**src/rtl/seq_pkg.sv**
```systemverilog
// Shared constants for the sequence-detector path: serializer state
// encodings, the default word width, and the detector's state constants.
package seq_pkg;

  // Default serializer word width in bits.
  localparam int SEQ_WIDTH = 8;

  // Serializer FSM states (PARITY only reachable with SERIAL_PARITY_EN).
  typedef enum logic [1:0] {
    ST_IDLE   = 2'b00,
    ST_SHIFT  = 2'b01,
    ST_PARITY = 2'b10
  } feed_state_e;

  // Overlapping Moore "1101" detector states: S<n> = n pattern bits matched.
  typedef enum logic [2:0] {
    DET_S0 = 3'd0,
    DET_S1 = 3'd1,
    DET_S2 = 3'd2,
    DET_S3 = 3'd3,
    DET_S4 = 3'd4
  } det_state_e;

  // Even parity over a 32-bit zero-extended word.
  function automatic logic even_parity(input logic [31:0] word);
    return ^word;
  endfunction

endpackage

```
**src/rtl/serial_bit_feeder_counter.sv**
```systemverilog
// Loadable down-counter with a zero flag; holds at zero instead of wrapping.
module bit_down_counter #(
  parameter int CNT_W = 3
) (
  input  logic             clk,
  input  logic             reset,
  input  logic             load_i,
  input  logic [CNT_W-1:0] load_val_i,
  input  logic             dec_i,
  output logic             zero_o
);

  logic [CNT_W-1:0] cnt_q;

  // Counter register: load has priority; decrement only while nonzero.
  always_ff @(posedge clk or posedge reset) begin
    if (reset) begin
      cnt_q <= '0;
    end else if (load_i) begin
      cnt_q <= load_val_i;
    end else if (dec_i && (cnt_q != '0)) begin
      cnt_q <= cnt_q - CNT_W'(1);
    end else begin
      cnt_q <= cnt_q;
    end
  end

  assign zero_o = (cnt_q == '0);

endmodule

```
**src/rtl/serial_bit_feeder.sv**
```systemverilog
// Parallel-to-serial front end: accepts WIDTH-bit words on a valid/ready
// handshake and emits them MSB first, one bit per clock, with no gap
// between back-to-back words.
// Optional macro SERIAL_PARITY_EN appends one even-parity bit per word.
module serial_bit_feeder
  import seq_pkg::*;
#(
  parameter int WIDTH = SEQ_WIDTH,
  parameter int CNT_W = $clog2(WIDTH)
) (
  input  logic             clk,
  input  logic             reset,
  input  logic [WIDTH-1:0] din,
  input  logic             din_valid,
  output logic             din_ready,
  output logic             sout,
  output logic             sout_valid,
  output logic             busy
);

  localparam logic [CNT_W-1:0] LAST_IDX = CNT_W'(WIDTH - 1);

  feed_state_e      state_q, state_d;
  logic [WIDTH-1:0] sr_q, sr_d;
  logic             sout_q, sout_d;
  logic             sout_valid_q, sout_valid_d;
  logic             busy_q, busy_d;
  logic             ready_s;
  logic             accept_s;
  logic             cnt_load_s;
  logic             cnt_dec_s;
  logic             cnt_zero_s;
`ifdef SERIAL_PARITY_EN
  logic             par_q, par_d;
`endif

  bit_down_counter #(.CNT_W(CNT_W)) u_cnt (
    .clk        (clk),
    .reset      (reset),
    .load_i     (cnt_load_s),
    .load_val_i (LAST_IDX),
    .dec_i      (cnt_dec_s),
    .zero_o     (cnt_zero_s)
  );

  // Ready decode from state and bit counter only (never from din_valid).
  always_comb begin
    ready_s = 1'b0;
    case (state_q)
      ST_IDLE:   ready_s = 1'b1;
`ifdef SERIAL_PARITY_EN
      ST_SHIFT:  ready_s = 1'b0;
      ST_PARITY: ready_s = 1'b1;
`else
      ST_SHIFT:  ready_s = cnt_zero_s;
`endif
      default:   ready_s = 1'b0;
    endcase
  end

  assign din_ready = ~reset & ready_s;
  assign accept_s  = din_valid & din_ready;

  // Next-state, datapath and registered-output decode.
  always_comb begin
    state_d    = state_q;
    sr_d       = sr_q;
    cnt_load_s = 1'b0;
    cnt_dec_s  = 1'b0;
`ifdef SERIAL_PARITY_EN
    par_d      = par_q;
`endif
    case (state_q)
      ST_IDLE: begin
        if (accept_s) begin
          state_d    = ST_SHIFT;
          sr_d       = din;
          cnt_load_s = 1'b1;
`ifdef SERIAL_PARITY_EN
          par_d      = even_parity(32'(din));
`endif
        end else begin
          state_d = ST_IDLE;
        end
      end
      ST_SHIFT: begin
        sr_d = {sr_q[WIDTH-2:0], 1'b0};
        if (!cnt_zero_s) begin
          cnt_dec_s = 1'b1;
`ifdef SERIAL_PARITY_EN
        end else begin
          state_d = ST_PARITY;
        end
`else
        end else if (accept_s) begin
          sr_d       = din;
          cnt_load_s = 1'b1;
        end else begin
          state_d = ST_IDLE;
        end
`endif
      end
`ifdef SERIAL_PARITY_EN
      ST_PARITY: begin
        if (accept_s) begin
          state_d    = ST_SHIFT;
          sr_d       = din;
          cnt_load_s = 1'b1;
          par_d      = even_parity(32'(din));
        end else begin
          state_d = ST_IDLE;
        end
      end
`endif
      default: begin
        state_d = ST_IDLE;
      end
    endcase

    sout_d       = 1'b0;
    sout_valid_d = 1'b0;
    busy_d       = (state_d != ST_IDLE);
    case (state_d)
      ST_SHIFT: begin
        sout_d       = sr_d[WIDTH-1];
        sout_valid_d = 1'b1;
      end
`ifdef SERIAL_PARITY_EN
      ST_PARITY: begin
        sout_d       = par_d;
        sout_valid_d = 1'b1;
      end
`endif
      default: begin
        sout_d       = 1'b0;
        sout_valid_d = 1'b0;
      end
    endcase
  end

  // State, shift register and output registers; reset discards any word.
  always_ff @(posedge clk or posedge reset) begin
    if (reset) begin
      state_q      <= ST_IDLE;
      sr_q         <= '0;
      sout_q       <= 1'b0;
      sout_valid_q <= 1'b0;
      busy_q       <= 1'b0;
`ifdef SERIAL_PARITY_EN
      par_q        <= 1'b0;
`endif
    end else begin
      state_q      <= state_d;
      sr_q         <= sr_d;
      sout_q       <= sout_d;
      sout_valid_q <= sout_valid_d;
      busy_q       <= busy_d;
`ifdef SERIAL_PARITY_EN
      par_q        <= par_d;
`endif
    end
  end

  assign sout       = sout_q;
  assign sout_valid = sout_valid_q;
  assign busy       = busy_q;

endmodule

```
**config.mk**
```make
export PLATFORM = sky130hd
export DESIGN_NAME = serial_bit_feeder
export DESIGN_NICKNAME = d
export VERILOG_FILES = /design/src/rtl/seq_pkg.sv /design/src/rtl/serial_bit_feeder_counter.sv /design/src/rtl/serial_bit_feeder.sv
export SDC_FILE = /design/constraint.sdc
export NUM_CORES = 1
export LEC_CHECK = 0
export ABC_AREA = 0
export ABC_CLOCK_PERIOD_IN_PS = 2400
export BUFFER_PORTS_ARGS = -buffer_cell sky130_fd_sc_hd__clkbuf_2
export CAP_MARGIN = 0
export CELL_PAD_IN_SITES_DETAIL_PLACEMENT = 0
export CELL_PAD_IN_SITES_GLOBAL_PLACEMENT = 2
export CORE_MARGIN = 1.5
export CORE_UTILIZATION = 33
export CTS_BUF_LIST = sky130_fd_sc_hd__clkbuf_16
export DETAILED_ROUTE_END_ITERATION = 10
export PLACE_DENSITY_LB_ADDON = 0.1
export SKIP_LAST_GASP = 1
export SYNTH_ARGS = -nofsm -noshare
export SYNTH_HDL_FRONTEND = slang
export SYNTH_HIERARCHICAL = 1
export SYNTH_SLANG_ARGS = --single-unit
```
**constraint.sdc**
```tcl
create_clock -name clk -period 2.4 [get_ports clk]
set_input_delay 0.48 -clock clk [delete_from_list [all_inputs] [get_ports clk]]
set_output_delay 0.48 -clock clk [all_outputs]
set_load 0.02 [all_outputs]
```
==> results.md, run 1 <==
* Status: finished clean
* Detailed Route Iter0 Violations at 22
* Final hold violation count at 0
* Std cell rows at 17
* Clock net sink count at 15
* GR Overflow Total at 0
* Die width at about 50 um
* Drt drc at 0
* Placed Area at 879.6 um2
* Max H-tree Level at 1
* Min-Delay Path Class: primary input to async pin
* Clock Skew at approximately 0.004 ns
* P per Cell Area at roughly 1000 nW/um2
* Total Wirelength at between 1000 and 1500 um
* Router iterations before antenna repair at 5
* Flop and latch count out of synthesis at 15
* Post-Syn Area per Cell at 10.76 um2
* Reg2reg path depth at 7
* Sequential cell area at between 300 and 400 um2
* Via density at 4.650
* Synthesized cell area at around 770 um2
* Post-synth cell types at 26
* Reg2Reg Launch Point: u_cnt/cnt_q[0]
* Post-Route Utilization at between 40% and 50%
* Final Max Slew Viols at 0
* Share of cells above drive strength 1 at 30.43%
* Setup crit start kind: flip-flop
* Yosys warns at 6
* Max Root-Sink Buffers at 2
* Num CTS Buffers at 3
* Area occupied by multi-input gates at roughly 350 um2
* Initial antenna violation count at 0
* Post-CTS Resized at 0
* WP data required at approximately 2.5 ns
* Crit-path max FO at 8
* Cts hold-fix bufs at 0
* Worst r2r dst: u_cnt/cnt_q[0]
* Total power at 965.4 uW
* GRT Util Overall at roughly an eighth
* Vias in the first global route at 576
* Fillers at 225
* Diodes inserted at 0
* Largest net degree at the start of global routing at 16
* CP Data Arrival Time at 2.11 ns
* Peak supply drop at 439.2 uV
* Post-CTS setup buffers at 0
* Register area share after synthesis at about half
* Initial Utilization at around a third
* First-pass GRT wire length at 2477 um
* Critical path startpoint: u_cnt/cnt_q[0]
* Port buffer count at 14
* Tmin final at just under 2 ns
* Die ar. at 2647 um2
* RSZ-0062 raised after global routing: no
* Max Clk Rate at about 500 MHz
* Max Cap Violations at 0
* Detailed placement HPWL at 1037 um
* Final ANT Viol Nets at 0
* DIE HEIGHT at roughly 50 um
* Vias at ~560
* Clk slew on worst S/H paths at around 0.050 ns
* Final GP Congestion at roughly 0.74
* Wirelength per Cell at 11.42 um
* Min setup slack post-route at 0.4132 ns
* R2r setup slk at ~0.41 ns
* Last element of the critical path: u_cnt/cnt_q[0]
* Nets at roughly 110
* Period utilisation layout at a little over 80%
* Clk_lat worst skew at between 0.2 and 0.25 ns
* Endpoints failing setup at 0
* # IOs at 15
* Clock root cell: clkbuf_16
* Critical path class: flip-flop to flip-flop
* Final setup TNS at 0 ns
* CTS tree: built
* Core area at around 2200 um2
* Post-Place Setup Slack at slightly above 0.4 ns
* CP endpoint kind: flip-flop
* Layout area overhead at 23.75%
* Leakage Power at between 0.4 and 0.5 nW
* Mapped Cells at 72
* Post-route cell area at approximately 960 um2
## flip-flops by register name (all words and copies together) (netlist names)
signal       count
state_q          2
sout_valid       1
u_cnt/cnt_q      3
sout             1
busy             1
sr_q             7
## worst min path at each step
| stage | start | endpoint | depth (start not counted) |
|---|---|---|---|
| floorplan | reset | u_cnt/cnt_q[0] | 1 |
| global placement | reset | u_cnt/cnt_q[0] | 2 |
| detailed placement | reset | u_cnt/cnt_q[0] | 2 |
| CTS | reset | u_cnt/cnt_q[0] | 2 |
| global route | reset | u_cnt/cnt_q[0] | 2 |
| finish | reset | u_cnt/cnt_q[2] | 2 |
## per-layer routing
layer  GRT usage, %  routed length [um]
met1          17.10                 672
met2          20.09                 590
met3          2.632                  70
met4          7.895                  36
met5              0                   0
## area by class of cell
class | instances | share of cell area [%]
clock buffers | 3 | 7.833
well taps | 28 | 3.655
inverters | 10 | 3.916
repair buffers | 16 | 8.877
multi-input cells | 47 | 36.16
flip-flops and latches | 15 | 39.16
clock inverters | 1 | 0.3916
## Yosys cell counts
master | count | share of area, %
a21oi_4 | 1 | 2.1
a221o_1 | 3 | 3.9
a222oi_1 | 2 | 2.6
a22o_1 | 1 | 1.1
a22oi_1 | 4 | 3.9
and2b_4 | 1 | 1.3
buf_6 | 2 | 2.9
conb_1 | 2 | 0.97
dfrtp_1 | 15 | 48
ha_1 | 2 | 3.2
inv_1 | 10 | 4.8
nand2_1 | 10 | 4.8
nand2b_1 | 1 | 0.81
nand2b_2 | 1 | 1.1
nor2_1 | 1 | 0.48
nor2b_1 | 2 | 1.6
nor2b_2 | 1 | 1.1
nor2b_4 | 1 | 1.8
nor3_1 | 1 | 0.65
nor3b_4 | 1 | 2.4
nor4b_1 | 3 | 3.4
o21ai_1 | 1 | 0.65
o21bai_1 | 2 | 1.9
o21bai_2 | 1 | 1.5
or2_1 | 1 | 0.81
or2_2 | 2 | 1.6
## worst max-delay path, cell delays in order, from the launching register on
cell and delay [ns]:
dfrtp_1 0.38, inv_1 0.06, ha_1 0.20, ha_1 0.20
buf_4 0.16, nor2_1 0.37, nand2b_1 0.17, a221o_1 0.32
## power by group
group,leakage (nW),switching [mW],internal [mW]
clock,0.0423,0.0976,0.220
combinational,0.261,0.136,0.135
sequential,0.189,0.0439,0.333
## cell usage in the layout (no fill, tap or decap)
cell type and n:
inv_1 11, and2b_4 1, o21ai_1 1, nor4b_1 3, nand2_1 10, ha_1 2
clkbuf_2 14, or2_1 1, nand2b_2 1, or2_2 2, a21oi_4 1, o21bai_1 2
buf_4 2, a222oi_1 2, a22o_1 1, nor2b_2 1, a221o_1 3, nor2b_1 2
nor2_1 1, nand2b_1 1, a22oi_1 4, nor2b_4 1, dfrtp_1 15, conb_1 4
clkbuf_16 3, nor3_1 1, nor3b_4 1, o21bai_2 1
## metrics by stage
stage,std cells,hold slack [ns]
2_1_floorplan,74,0.2336
5_1_grt,120,0.1637
3_5_place_dp,116,0.4034
6_report,120,0.1424
3_3_place_gp,116,0.3962
4_1_cts,120,0.1420
## cell families (layout without fill, tap and decap cells)
kind of cell | after synthesis | count (layout) | share of synthesized area [%]
simple gates | 26 | 26 | 21.97
flops | 15 | 15 | 48.47
fa+ha+maj | 2 | 2 | 3.231
compound gates | 15 | 15 | 17.61
other cells | 2 | 4 | 0.9697
buf+inv | 12 | 30 | 7.755
No activity file was read; power rests on OpenSTA's default activity.
==> run 2, diff against run 1 <==
Settings changed: ABC_CLOCK_PERIOD_IN_PS 2400 to 2000.
Clock period 2.4 ns to 2 ns, I/O delays scaled along.
==> run 2 against run 1 <==
Worst hold slack worse by 0.074 ns. Register-to-register slack worse by 0.22 ns. Die area stayed put. Count of clock-buffer cells in the layout stayed put. Clock power is 18% higher. First-iteration DRC count is 32% lower. Design area is 2.5% higher. Largest cell class unchanged.
==> results.md, run 2 (synthesis gave the netlist of run 1 again) <==
* Status: finished clean
* Total Wirelength at 1394 um (+1.8%)
* Router iterations before antenna repair at 5 (unchanged)
* Sw frac at 28.39% (-0.36 points)
* Clock group share of total power at 31.9% (-1.0 points)
* CP Data Arrival Time at 1.47 ns (-0.64 ns)
* Final ANT Viol Nets at 0 (unchanged)
* Vias at 565 (+1.3%)
* Detailed placement HPWL at 1059 um (+2.1%)
* Initial Utilization at 35.01% (unchanged)
* Clock Skew at 0.001114 ns (-0.002976 ns)
* Period utilisation layout at 93.62%
* Std cell rows at 17 (unchanged)
* Via density at 4.669 (+0.42%)
* Clk_lat worst skew at 0.24 ns (about the same)
* Initial antenna violation count at 0 (unchanged)
* Setup crit start kind: flip-flop
* Max Clk Rate at 534.1 MHz
* Crit path max-delay cell type: dfrtp_1
* Final setup TNS at 0 ns (unchanged)
* Largest net degree at the start of global routing at 16 (unchanged)
* Final std cells w/o fill at 121 (+0.83%)
* Die width at 51.45 um (unchanged)
* Biggest regs: sr_q: 7 flops, u_cnt/cnt_q: 3 flops, state_q: 2 flops
* Global routing usage on met2 at 18.59% (-1.5 points)
* Grt met3 use at 2.632% (unchanged)
* Core area at 2212 um2 (unchanged)
* Min setup slack post-route at 0.1276 ns (-0.2855 ns)
* Min-Delay Path Class: primary input to async pin
* CP bufs+invs at 2 (unchanged)
* Endpoints failing setup at 0 (unchanged)
* Sequential share of power at 37.9% (-1.1 points)
* Combinational Power Share at 30.1% (+2.0 points)
* Post-CTS setup buffers at 0 (unchanged)
* Commonest cells after routing, fill and taps aside: dfrtp_1, clkbuf_2, inv_1
* Met1 GRT Util at 17.78% (+0.68 points)
* Drt drc at 0 (unchanged)
* Sequential cell area at 375.4 um2 (unchanged)
* Max H-tree Level at 1 (unchanged)
* Max FFs per register at 7 (unchanged)
* Cell Int Power at 841.4 uW (+22%)
* RSZ-0062 raised after global routing: no
* Post-Place Setup Slack at 0.1197 ns (-0.2912 ns)
* CTS tree: built
* Detailed Route Iter0 Violations at 15 (-32%)
* CP endpoint kind: output pin
* Wirelength per Cell at 11.52 um (+0.91%)
* Die ar. at 2647 um2 (unchanged)
* Max Cap Violations at 0 (unchanged)
* Crit path cell chain: inv_1 -> ha_1 -> ha_4 -> nor2b_2 -> nor3_1 -> clkbuf_2
* Commonest non-fill, non-tap cell in the layout: dfrtp_1
* P_sw at 333.6 uW (+20%)
* Port buffer count at 14 (unchanged)
* Max Root-Sink Buffers at 2 (unchanged)
* Placed insts at 117 (+0.86%)
* Clock root cell: clkbuf_16
* GR Overflow Total at 0 (unchanged)
* Area occupied by multi-input gates at 359.1 um2 (+3.6%)
* Final GP Congestion at 0.7288 (-1.8%)
* CP peak stage delay at 0.36 ns (-0.02 ns)
* GRT Util Overall at 12.78% (-0.39 points)
* Critical path class: flip-flop to output pin
* Clock net sink count at 15 (unchanged)
* First-pass GRT wire length at 2428 um (-2.0%)
* Final hold violation count at 0 (unchanged)
* Tmin final at approximately 1.9 ns
* Num CTS Buffers at 3 (unchanged)
* Top Usage Layer GRT: met2
* Share of cells above drive strength 1 at 32.26% (+1.8 points)
* Crit-path max FO at 7 (-1)
* Layout area overhead at 26.82%
* P per Cell Area at 1196 nW/um2 (+19%)
* Biggest register: sr_q
* Final Max Slew Viols at 0 (unchanged)
* DIE HEIGHT at 51.45 um (unchanged)
* Nets at 107 (+0.94%)
* Vias in the first global route at 559 (-3.0%)
* # IOs at 15 (unchanged)
* R2r setup slk at 0.19 ns (-0.22 ns)
* WP data required at 1.60 ns (-0.92 ns)
* Diodes inserted at 0 (unchanged)
* Peak supply drop at 585.7 uV (+33%)
* Clk slew on worst S/H paths at 0.05 ns (about the same)
* Fillers at 229 (+1.8%)
* CP top delay family: adder cells
* Leakage Power at 0.4987 nW (+1.4%)
## run 2: changes by cell type in the layout (fill, tap and decap cells not counted)
cell	before	now
ha_1	2	1
ha_4	0	1
buf_6	0	1
## run 2: per-layer routing
layer,part of all wire (%),vias up,routed length [um]
li1,-,283,-
met1,51,269,709
met2,44,11,616
met3,4.1,2,57
met4,0.72,0,10
met5,0,-,0
## run 2: repair_timing
action	4_1_cts	5_1_grt
endpoints found under the setup margin	0	3
hold buffers	0	0
hold endpoints to repair	0	0
gates resized for setup	0	2
## run 2: final timing paths
check / from / to / cells past startpoint
worst max-delay path: u_cnt/cnt_q[0] / din_ready / 6
worst min-delay path: reset / u_cnt/cnt_q[0] / 2
worst max register to register: u_cnt/cnt_q[0] / u_cnt/cnt_q[1] / 8
worst min register to register: sr_q[4] / sr_q[4] / 2
max in group asynchronous: reset / sout / 2
min in group clk: din[0] / sr_q[0] / 3
## run 2: area by class of cell
class / count / share of cell area (%)
well taps: 28 / 3.567
multi-input cells: 47 / 36.56
repair buffers: 17 / 9.809
flip-flops and latches: 15 / 38.22
clock buffers: 3 / 7.643
inverters: 10 / 3.822
clock inverters: 1 / 0.3822
## run 2: power groups by stage
stage	registers [mW]	clock network, mW	logic, mW
floorplan	0.451	0	0.249
global placement	0.451	0	0.320
detailed placement	0.451	0	0.328
CTS	0.447	0.380	0.329
finish	0.446	0.375	0.354
global route	0.457	0.397	0.402
## run 2: metrics by stage
| step | instance area, um2 | total power, mW | utilization (%) | hold slack, ns |
|---|---|---|---|---|
| final | 982.2 | 1.175 | 44.40 | 0.06849 |
| after global routing | 982.2 | 1.256 | 44.40 | 0.07848 |
| after CTS | 968.4 | 1.156 | 43.78 | 0.07246 |
| after detailed placement | 889.6 | 0.7795 | 40.21 | 0.3258 |
| after global placement | 889.6 | 0.7714 | 40.21 | 0.3329 |
| after floorplan | 784.5 | 0.6994 | - | 0.1536 |
